## config.mk

```make
export PLATFORM = sky130hd
export DESIGN_NAME = uart_receiver_flat
export DESIGN_NICKNAME = d
export VERILOG_FILES = /design/src/rtl/uart_receiver_if.sv /design/src/rtl/uart_receiver.sv /design/src/flat_wrapper.sv
export SDC_FILE = /design/constraint.sdc
export NUM_CORES = 1
export LEC_CHECK = 0
export CORE_MARGIN = 5
export CORE_UTILIZATION = 40
export CTS_BUF_LIST = sky130_fd_sc_hd__clkbuf_2 sky130_fd_sc_hd__clkbuf_4 sky130_fd_sc_hd__clkbuf_8
export DETAILED_ROUTE_END_ITERATION = 10
export PLACE_DENSITY_LB_ADDON = 0.3
export SETUP_SLACK_MARGIN = 0.05
export SLEW_MARGIN = 30
export SYNTH_ARGS = -nofsm -noshare
export SYNTH_HDL_FRONTEND = slang
export SYNTH_SLANG_ARGS = --single-unit
```

## constraint.sdc

```tcl
create_clock -name CLK -period 2.3 [get_ports CLK]
set_clock_uncertainty 0.2 [all_clocks]
set_input_delay 0.23 -clock CLK [delete_from_list [all_inputs] [get_ports CLK]]
set_output_delay 0.23 -clock CLK [all_outputs]
set_load 0.02 [all_outputs]
```

## src/rtl/uart_receiver_if.sv

```systemverilog
// uart_receiver_if: host-side and serial-side signals of the UART receiver.
//   CLK16X        16x baud clock, sampled on CLK
//   SDI           serial data in, idle high
//   RDN           active-low read strobe
//   DOUT          received byte holding register
//   DATA_READY    DOUT holds an unread byte
//   FRAMING_ERROR stop bit of last frame sampled low
//   OVERRUN       a frame completed while DATA_READY was still set
// slave = receiver side, master = host/driver side.
interface uart_receiver_if;
  logic       CLK16X;
  logic       SDI;
  logic       RDN;
  logic [7:0] DOUT;
  logic       DATA_READY;
  logic       FRAMING_ERROR;
  logic       OVERRUN;

  modport slave  (input  CLK16X, SDI, RDN,
                  output DOUT, DATA_READY, FRAMING_ERROR, OVERRUN);
  modport master (output CLK16X, SDI, RDN,
                  input  DOUT, DATA_READY, FRAMING_ERROR, OVERRUN);
endinterface

```

## src/rtl/uart_receiver.sv

```systemverilog
// uart_receiver: 8N1 LSB-first UART receiver on a 16x oversampling tick.
// Ports:
//   CLK   system clock (rising edge)
//   RST_N async active-low reset
//   bus   uart_receiver_if.slave (CLK16X, SDI, RDN in; DOUT and status out)
// A frame is sampled mid-bit (8 ticks into start, then every 16 ticks).
// Completion loads DOUT and status; an RDN low cycle clears the status.
module uart_receiver #(
  parameter int DATA_BITS   = 8,
  parameter int SYNC_STAGES = 2
) (
  input  logic           CLK,
  input  logic           RST_N,
  uart_receiver_if.slave bus
);

  typedef enum logic [2:0] {S_IDLE, S_START, S_DATA, S_STOP, S_BREAK} state_t;

  state_t                 r_state, w_state_nxt;
  logic [SYNC_STAGES-1:0] r_sync;
  logic                   r_clk16x;
  logic [3:0]             r_tick_cnt, w_tick_nxt;
  logic [3:0]             r_bit_cnt, w_bit_nxt;
  logic [DATA_BITS-1:0]   r_shift, w_shift_nxt;
  logic [DATA_BITS-1:0]   r_dout;
  logic                   r_dr, r_fe, r_ov;
  logic                   w_tick, w_sdi_s, w_done;

  assign w_sdi_s = r_sync[SYNC_STAGES-1];
  assign w_tick  = bus.CLK16X & ~r_clk16x;

  // Synchronizer resets to idle-high so reset never fakes a start bit.
  always_ff @(posedge CLK or negedge RST_N) begin
    if (!RST_N) begin
      r_sync   <= '1;
      r_clk16x <= 1'b0;
    end else begin
      r_sync   <= {r_sync[SYNC_STAGES-2:0], bus.SDI};
      r_clk16x <= bus.CLK16X;
    end
  end

  always_ff @(posedge CLK or negedge RST_N) begin
    if (!RST_N) begin
      r_state    <= S_IDLE;
      r_tick_cnt <= '0;
      r_bit_cnt  <= '0;
      r_shift    <= '0;
    end else begin
      r_state    <= w_state_nxt;
      r_tick_cnt <= w_tick_nxt;
      r_bit_cnt  <= w_bit_nxt;
      r_shift    <= w_shift_nxt;
    end
  end

  always_comb begin
    w_state_nxt = r_state;
    w_tick_nxt  = r_tick_cnt;
    w_bit_nxt   = r_bit_cnt;
    w_shift_nxt = r_shift;
    w_done      = 1'b0;
    if (w_tick) begin
      case (r_state)
        S_IDLE: begin
          if (!w_sdi_s) begin
            w_state_nxt = S_START;
            w_tick_nxt  = '0;
          end
        end
        S_START: begin
          w_tick_nxt = r_tick_cnt + 4'd1;
          if (r_tick_cnt == 4'd7) begin
            if (!w_sdi_s) begin
              w_state_nxt = S_DATA;
              w_tick_nxt  = '0;
              w_bit_nxt   = '0;
            end else begin
              w_state_nxt = S_IDLE;  // start bit did not hold: glitch
            end
          end
        end
        S_DATA: begin
          w_tick_nxt = r_tick_cnt + 4'd1;  // 4-bit wrap keeps 16-tick spacing
          if (r_tick_cnt == 4'd15) begin
            w_shift_nxt = {w_sdi_s, r_shift[DATA_BITS-1:1]};
            w_bit_nxt   = r_bit_cnt + 4'd1;
            if (r_bit_cnt == 4'(DATA_BITS - 1)) w_state_nxt = S_STOP;
          end
        end
        S_STOP: begin
          w_tick_nxt = r_tick_cnt + 4'd1;
          if (r_tick_cnt == 4'd15) begin
            w_done      = 1'b1;
            // A low stop bit parks in BREAK until the line returns high.
            w_state_nxt = w_sdi_s ? S_IDLE : S_BREAK;
          end
        end
        S_BREAK: begin
          if (w_sdi_s) w_state_nxt = S_IDLE;
        end
        default: w_state_nxt = S_IDLE;
      endcase
    end
  end

  // Completion beats a same-cycle read; the read still cancels the
  // overrun, since the previous byte was consumed.
  always_ff @(posedge CLK or negedge RST_N) begin
    if (!RST_N) begin
      r_dout <= '0;
      r_dr   <= 1'b0;
      r_fe   <= 1'b0;
      r_ov   <= 1'b0;
    end else if (w_done) begin
      r_dout <= r_shift;
      r_dr   <= 1'b1;
      r_fe   <= ~w_sdi_s;
      r_ov   <= bus.RDN & (r_ov | r_dr);
    end else if (!bus.RDN) begin
      r_dr <= 1'b0;
      r_fe <= 1'b0;
      r_ov <= 1'b0;
    end
  end

  assign bus.DOUT          = 8'(r_dout);
  assign bus.DATA_READY    = r_dr;
  assign bus.FRAMING_ERROR = r_fe;
  assign bus.OVERRUN       = r_ov;

endmodule
```

## src/flat_wrapper.sv

```systemverilog
// flat-port wrapper written by rule: the top's interface ports become plain ports
module uart_receiver_flat 
#(
  parameter int DATA_BITS   = 8,
  parameter int SYNC_STAGES = 2
)
  (CLK, RST_N, bus_CLK16X, bus_SDI, bus_RDN, bus_DOUT, bus_DATA_READY, bus_FRAMING_ERROR, bus_OVERRUN);
  uart_receiver_if bus_i ();
  input  logic CLK;
  input  logic RST_N;
  input wire logic [$bits(bus_i.CLK16X)-1:0] bus_CLK16X;
  input wire logic [$bits(bus_i.SDI)-1:0] bus_SDI;
  input wire logic [$bits(bus_i.RDN)-1:0] bus_RDN;
  output wire logic [$bits(bus_i.DOUT)-1:0] bus_DOUT;
  output wire logic [$bits(bus_i.DATA_READY)-1:0] bus_DATA_READY;
  output wire logic [$bits(bus_i.FRAMING_ERROR)-1:0] bus_FRAMING_ERROR;
  output wire logic [$bits(bus_i.OVERRUN)-1:0] bus_OVERRUN;
  assign bus_i.CLK16X = bus_CLK16X;
  assign bus_i.SDI = bus_SDI;
  assign bus_i.RDN = bus_RDN;
  assign bus_DOUT = bus_i.DOUT;
  assign bus_DATA_READY = bus_i.DATA_READY;
  assign bus_FRAMING_ERROR = bus_i.FRAMING_ERROR;
  assign bus_OVERRUN = bus_i.OVERRUN;
  uart_receiver #(.DATA_BITS(DATA_BITS), .SYNC_STAGES(SYNC_STAGES)) u_core (.CLK(CLK), .RST_N(RST_N), .bus(bus_i));
endmodule
```

==> results by group, run 1 <==
Floorplan
  – Die area: approximately 0.0051 mm²
  – Io pins: 16
  – Core box area: around 0.0037 mm²
  – Initial Util: 41.0%
  – Die X: 71.2 µm
  – Die extent in y: 71.2 µm
  – Site row count: 22

Synthesis
  – Largest cells by area after synthesis: dfrtp_1 (52%), mux2_2 (9.0%), mux2_4 (8.0%)
  – Unique cell type count in the Yosys netlist: 36
  – Asr flop ratio synth: 100%
  – Main synth FF type: dfrtp_1
  – Synth cell count leaders: dfrtp_1 (31), mux2_2 (12), mux2_4 (8)
  – Synth warn: 0
  – Post-Syn Nets: approximately 130
  – Seq cells post-synth: 33
  – Register area share after synthesis: ~55%
  – Number of synthesized flops with an enable pin: 0
  – Netlist Area Pre-Place: 0.00150 mm²
  – Post-Syn Instances: approximately 120
  – Post-synth top area share: 51.7%
  – Mean area per synthesized cell: between 10 and 15 µm²
  – Area leader, netlist: dfrtp_1
  – Most frequent cell after synthesis: dfrtp_1

Setup path
  – Setup CP Type: flop to flop
  – CP top delay family: simple AND/OR/NAND/NOR gates
  – R2r startpoint: u_core.r_tick_cnt[0]$_DFFE_PN0P_
  – Max stage delay cell, worst path: dfrtp_1
  – Ordered list of cells on the worst path: ha_1, nand3_1, or3_1, buf_4, mux2_4
  – CP startpoint kind: flop
  – Slowest stage delay, CP: about 400 ps
  – Crit path launch: u_core.r_tick_cnt[0]$_DFFE_PN0P_
  – WP data required: 2260 ps
  – CP arrival: 1980 ps
  – Worst R2R Setup Slack: 280 ps
  – Crit path buf inv count: 1
  – Crit end category: flop
  – CP max FO: 9

Min path
  – Worst hold path type: input pin to async pin

Drt
  – Vias: 1001
  – Wirelength per Cell: 14.4 µm
  – DR vias/cell: 5.21
  – ANT nets after route: 0
  – DR DRC count: 0
  – Final WL: 2770 µm
  – Initial DRC count: 66
  – DRT Pass-1 Iters: 4

GRT
  – Gr ovfl total: 0
  – GRT Total Usage: 12.0%
  – Largest net degree at the start of global routing: 34
  – Initial antenna violation count: 0
  – Vias in the first global route: 1051
  – First-pass GRT wire length: 4810 µm

Timing
  – Period minus WS final: between 2000 and 2500 ps
  – # setup viols final: 0
  – Slew margin rel.: 72.5%
  – RSZ-0062 raised after global routing: false
  – Final setup TNS: 0 ps
  – Slew @ Worst Pin: 412 ps
  – FMAX: about 500 MHz
  – Fin. Hold Viols: 0
  – Tcrit/Tclk final: 87.9%
  – Pins Over Slew Limit: 0

CTS
  – Total CTS buffers: 5
  – CTS tree: yes
  – CTS root buf: clkbuf_8
  – CTS Buffer Depth: 2
  – Cts hold-fix bufs: 0
  – Clock-pin slew on the worst setup and hold paths: approximately 70 ps
  – Count of clock tree sinks: 33
  – H-tree levels: 2
  – Worst skew pair latency: ~270 ps

Job
  – Max-cap violations: 0

Final layout
  – Final Non-Filler Cells: 192
  – Area growth syn-to-layout: 21.9%
  – Fin nets: 150
  – Layout cells sized above 1: 27.8%
  – Ant diodes: 0

Power and ir drop
  – PD cells: about 880 mW/mm²
  – Final Power: 1.62 mW
  – Leakage: 0.861 nW
  – Worst vdd ir: 0.000494 V

Placement
  – Gp weighted congestion: 0.696
  – IO buf count: 15
  – Hpwl dp: 1960 µm
  – Placed Cells: 184

Outcome
  – Status: completed
-- worst register-to-register path, cell delays in order, from the launching register on --
cell,delay [ps]
dfrtp_1,390
ha_1,250
nand3_1,180
or3_1,380
buf_4,200
mux2_4,310
-- cells in the final DEF, fill, tap and decap left out, drive strengths merged, types with 3 or more instances in the layout --
cell type      synthesis  routed
inv                    4       4
nor2                   3       3
mux2                  20      20
clkdlybuf4s50          0      15
nand2                  7       7
buf                    5       6
a21oi                  7       7
dfrtp                 31      31
clkbuf                 1       7
nand3                  5       5
o21ai                  4       4
-- where the power goes --
| part | switching (mW) | internal (mW) |
|---|---|---|
| Combinational | 0.223 | 0.190 |
| Clock | 0.195 | 0.270 |
| Sequential | 0.0814 | 0.655 |
-- metrics by stage --
stage                     util, %  hold slack, ps  setup WS [ps]  cell area, µm²
final                        50.0             154            279            1830
after global routing         50.0             136            167            1830
after CTS                    49.8             145            114            1820
after detailed placement     47.0             151            140            1720
after global placement       47.0             146            179            1720
after floorplan                 -            -266            371            1500
-- state kept, by name, indices dropped and copies added (netlist names), 2 cells and up --
name	cells
u_core.r_shift	8
u_core.bus.DOUT	8
u_core.r_state	3
u_core.r_bit_cnt	4
u_core.r_tick_cnt	4
u_core.r_sync	2
-- layout make-up --
cell class                 instances  area (µm²)
inverter                           4        15.0
sequential                        33         828
tap                               48        60.1
fill                             333        1830
clock inverter                     1        5.00
clock buffer                       7        96.3
timing repair buffer              21         195
multi-input combinational         78         629
-- cell families after synthesis --
logic type / Yosys count / synth area share (%)
fa+ha+maj: 2 / 1.67
mux: 20 / 17.0
flops: 33 / 55.2
buf+inv: 10 / 3.34
simple gates: 33 / 12.2
xor+xnor: 1 / 0.584
compound gates: 22 / 10.0
-- repair_timing --
action	in CTS	in global routing
endpoints found under the hold margin	0	0
buffers inserted	0	0
setup endpoints to repair	0	3
gates resized for setup	0	1
-- path summary, 6_finish.rpt --
check                                                     end  depth (start not counted)
worst max-delay path            u_core.r_shift[5]$_DFFE_PN0P_                          5
worst min-delay path            u_core.r_shift[4]$_DFFE_PN0P_                          2
worst max register to register  u_core.r_shift[5]$_DFFE_PN0P_                          5
worst min register to register     u_core.r_sync[1]$_DFF_PN1_                          0
max in group asynchronous          u_core.r_sync[1]$_DFF_PN1_                          2
min in group CLK                   u_core.r_sync[0]$_DFF_PN1_                          1
-- layer usage --
metal	vias up	track usage, %	part of all wire (%)
li1	478	-	-
met1	505	15.8	48
met2	14	18.1	47
met3	4	4.49	3.6
met4	0	4.59	0.76
met5	-	0	0
(Power assumes the default switching activity.)
==> inputs of run 2 (changes only) <==
- RECOVER_POWER: unset -> 50
==> results by group, run 2 (same netlist as run 1, synthesis figures left out) <==
Timing
  – Pins Over Slew Limit: 0
  – Hold Slack: 159 ps
  – Slew @ Worst Pin: 804 ps
  – Tcrit/Tclk final: between 80% and 90%
  – RSZ-0062 raised after global routing: false
  – Fin. Hold Viols: 0
  – # setup viols final: 0
  – Final setup TNS: 0 ps
  – FMAX: ~490 MHz
  – Period minus WS final: 2020 ps
  – Slew margin rel.: a little under half

Placement
  – Hpwl dp: 1960 µm
  – IO buf count: 15
  – Placed Cells: approximately 180
  – Gp weighted congestion: 0.696

Min path
  – Worst hold path type: flop to flop

Power and ir drop
  – Sw Pwr: about 0.5 mW
  – Int Power: 1.11 mW
  – Final Power: 1.61 mW
  – Worst vdd ir: 0.000493 V
  – Net Sw Frac: 31.0%
  – Clock share of power: 28.8%
  – Gate power share: approximately 26%
  – Leakage: ~0.86 nW
  – Reg power frac: a little under half
  – PD cells: 884 mW/mm²

GRT
  – Vias in the first global route: approximately 1100
  – Initial antenna violation count: 0
  – Met3 GRT Util: between 4 and 5%
  – Largest net degree at the start of global routing: 34
  – GRT Total Usage: 12.0%
  – Gr ovfl total: 0
  – GR met1 Demand/Resource: ~16%
  – Routing usage on met2: 18.1%
  – GRT busiest layer: met2
  – First-pass GRT wire length: 4810 µm

Final layout
  – Area growth syn-to-layout: 21.8%
  – Layout cells sized above 1: 27.8%
  – Most frequent cells in the layout: dfrtp_1 (31), mux2_2 (12), clkdlybuf4s50_1 (12)
  – Fin nets: 150
  – Fillers: 332
  – Register area: 828 µm²
  – Final Non-Filler Cells: 192
  – Area of the multi-input gates: about 630 µm²
  – Most common cell after layout, fill and taps aside: dfrtp_1
  – Ant diodes: 0

Setup path
  – CP arrival: a little under 2000 ps
  – Setup CP Type: flop to flop
  – CP max FO: 9
  – WP data required: 2260 ps
  – CP top delay family: simple AND/OR/NAND/NOR gates
  – Crit end category: flop
  – Ordered list of cells on the worst path: ha_1, nand3_1, or3_1, buf_4, mux2_4
  – Crit path buf inv count: 1
  – Max stage delay cell, worst path: dfrtp_1
  – CP startpoint kind: flop
  – Slowest stage delay, CP: 390 ps

Floorplan
  – Initial Util: ~41%
  – Core box area: 0.00366 mm²
  – Die area: 0.00508 mm²
  – Die X: approximately 71 µm
  – Site row count: 22
  – Die extent in y: 71.2 µm
  – Io pins: 16

CTS
  – Worst skew pair latency: approximately 270 ps
  – H-tree levels: 2
  – CTS tree: yes
  – CTS Buffer Depth: 2
  – Total CTS buffers: 5
  – Count of clock tree sinks: 33
  – Clock-pin slew on the worst setup and hold paths: 60 ps
  – CTS root buf: clkbuf_8

Drt
  – DR vias/cell: 5.21
  – Final WL: between 2000 and 3000 µm
  – Wirelength per Cell: 14.4 µm
  – DRT Pass-1 Iters: 4
  – DR DRC count: 0
  – ANT nets after route: 0
  – Initial DRC count: 66
  – Vias: 1000

Job
  – Max-cap violations: 0

Outcome
  – Status: completed
==> run 2: cell count changes in the layout (fill, tap and decap cells not counted) <==
cell / before / now
buf_4: 6 / 5
clkbuf_2: 0 / 1
dlygate4sd3_1: 0 / 3
clkdlybuf4s50_1: 15 / 12
==> run 2: path summary, 6_finish.rpt <==
| path | cells past startpoint | end | startpoint | slack, ps |
|---|---|---|---|---|
| max | 5 | u_core.r_shift[5]$_DFFE_PN0P_ | u_core.r_tick_cnt[0]$_DFFE_PN0P_ | 280 |
| min | 0 | u_core.r_sync[1]$_DFF_PN1_ | u_core.r_sync[0]$_DFF_PN1_ | 160 |
| max reg2reg | 5 | u_core.r_shift[5]$_DFFE_PN0P_ | u_core.r_tick_cnt[0]$_DFFE_PN0P_ | 280 |
| min reg2reg | 0 | u_core.r_sync[1]$_DFF_PN1_ | u_core.r_sync[0]$_DFF_PN1_ | 160 |
| max in group asynchronous | 2 | u_core.bus.DOUT[0]$_DFFE_PN0P_ | RST_N | 1030 |
| min in group asynchronous | 2 | u_core.r_shift[4]$_DFFE_PN0P_ | RST_N | 370 |
==> run 2: metrics by stage <==
stage,utilization (%),setup slack [ps],area [µm²]
floorplan,-,371,1500
global placement,47.0,179,1720
detailed placement,47.0,140,1720
CTS,49.8,114,1820
global route,49.9,167,1830
finish,49.9,279,1830
==> run 2: worst reg2reg max path: stages (launching register included) <==
cell and delay [ps]:
dfrtp_1 390, ha_1 250, nand3_1 180, or3_1 380, buf_4 200, mux2_4 310
==> run 2: what timing repair did <==
item / 4_1_cts / 5_1_grt
setup buffers: 0 / 0
gates resized for setup: 0 / 1
endpoints found under the hold margin: 0 / 0
endpoints found under the setup margin: 0 / 3
hold buffers: 0 / 0
==> run 2: layer usage <==
metal | share of wire [%] | vias to the layer above
met2 | 47 | 14
li1 | - | 477
met3 | 3.6 | 4
met4 | 0.76 | 0
met1 | 48 | 505
met5 | 0 | -
==> run 2: final cells by class <==
| cell class | count | share of cell area (%) |
|---|---|---|
| multi-input cells | 78 | 34.5 |
| well taps | 48 | 3.29 |
| flip-flops and latches | 33 | 45.3 |
| repair buffers | 21 | 10.5 |
| inverters | 4 | 0.822 |
| clock inverters | 1 | 0.274 |
| clock buffers | 7 | 5.27 |
==> run 2: power groups by stage <==
stage / clock network, mW / registers (mW) / logic, mW
finish: 0.465 / 0.737 / 0.412
global route: 0.511 / 0.746 / 0.470
CTS: 0.483 / 0.734 / 0.406
detailed placement: 0 / 0.743 / 0.404
global placement: 0 / 0.738 / 0.387
floorplan: 0 / 0.726 / 0.302
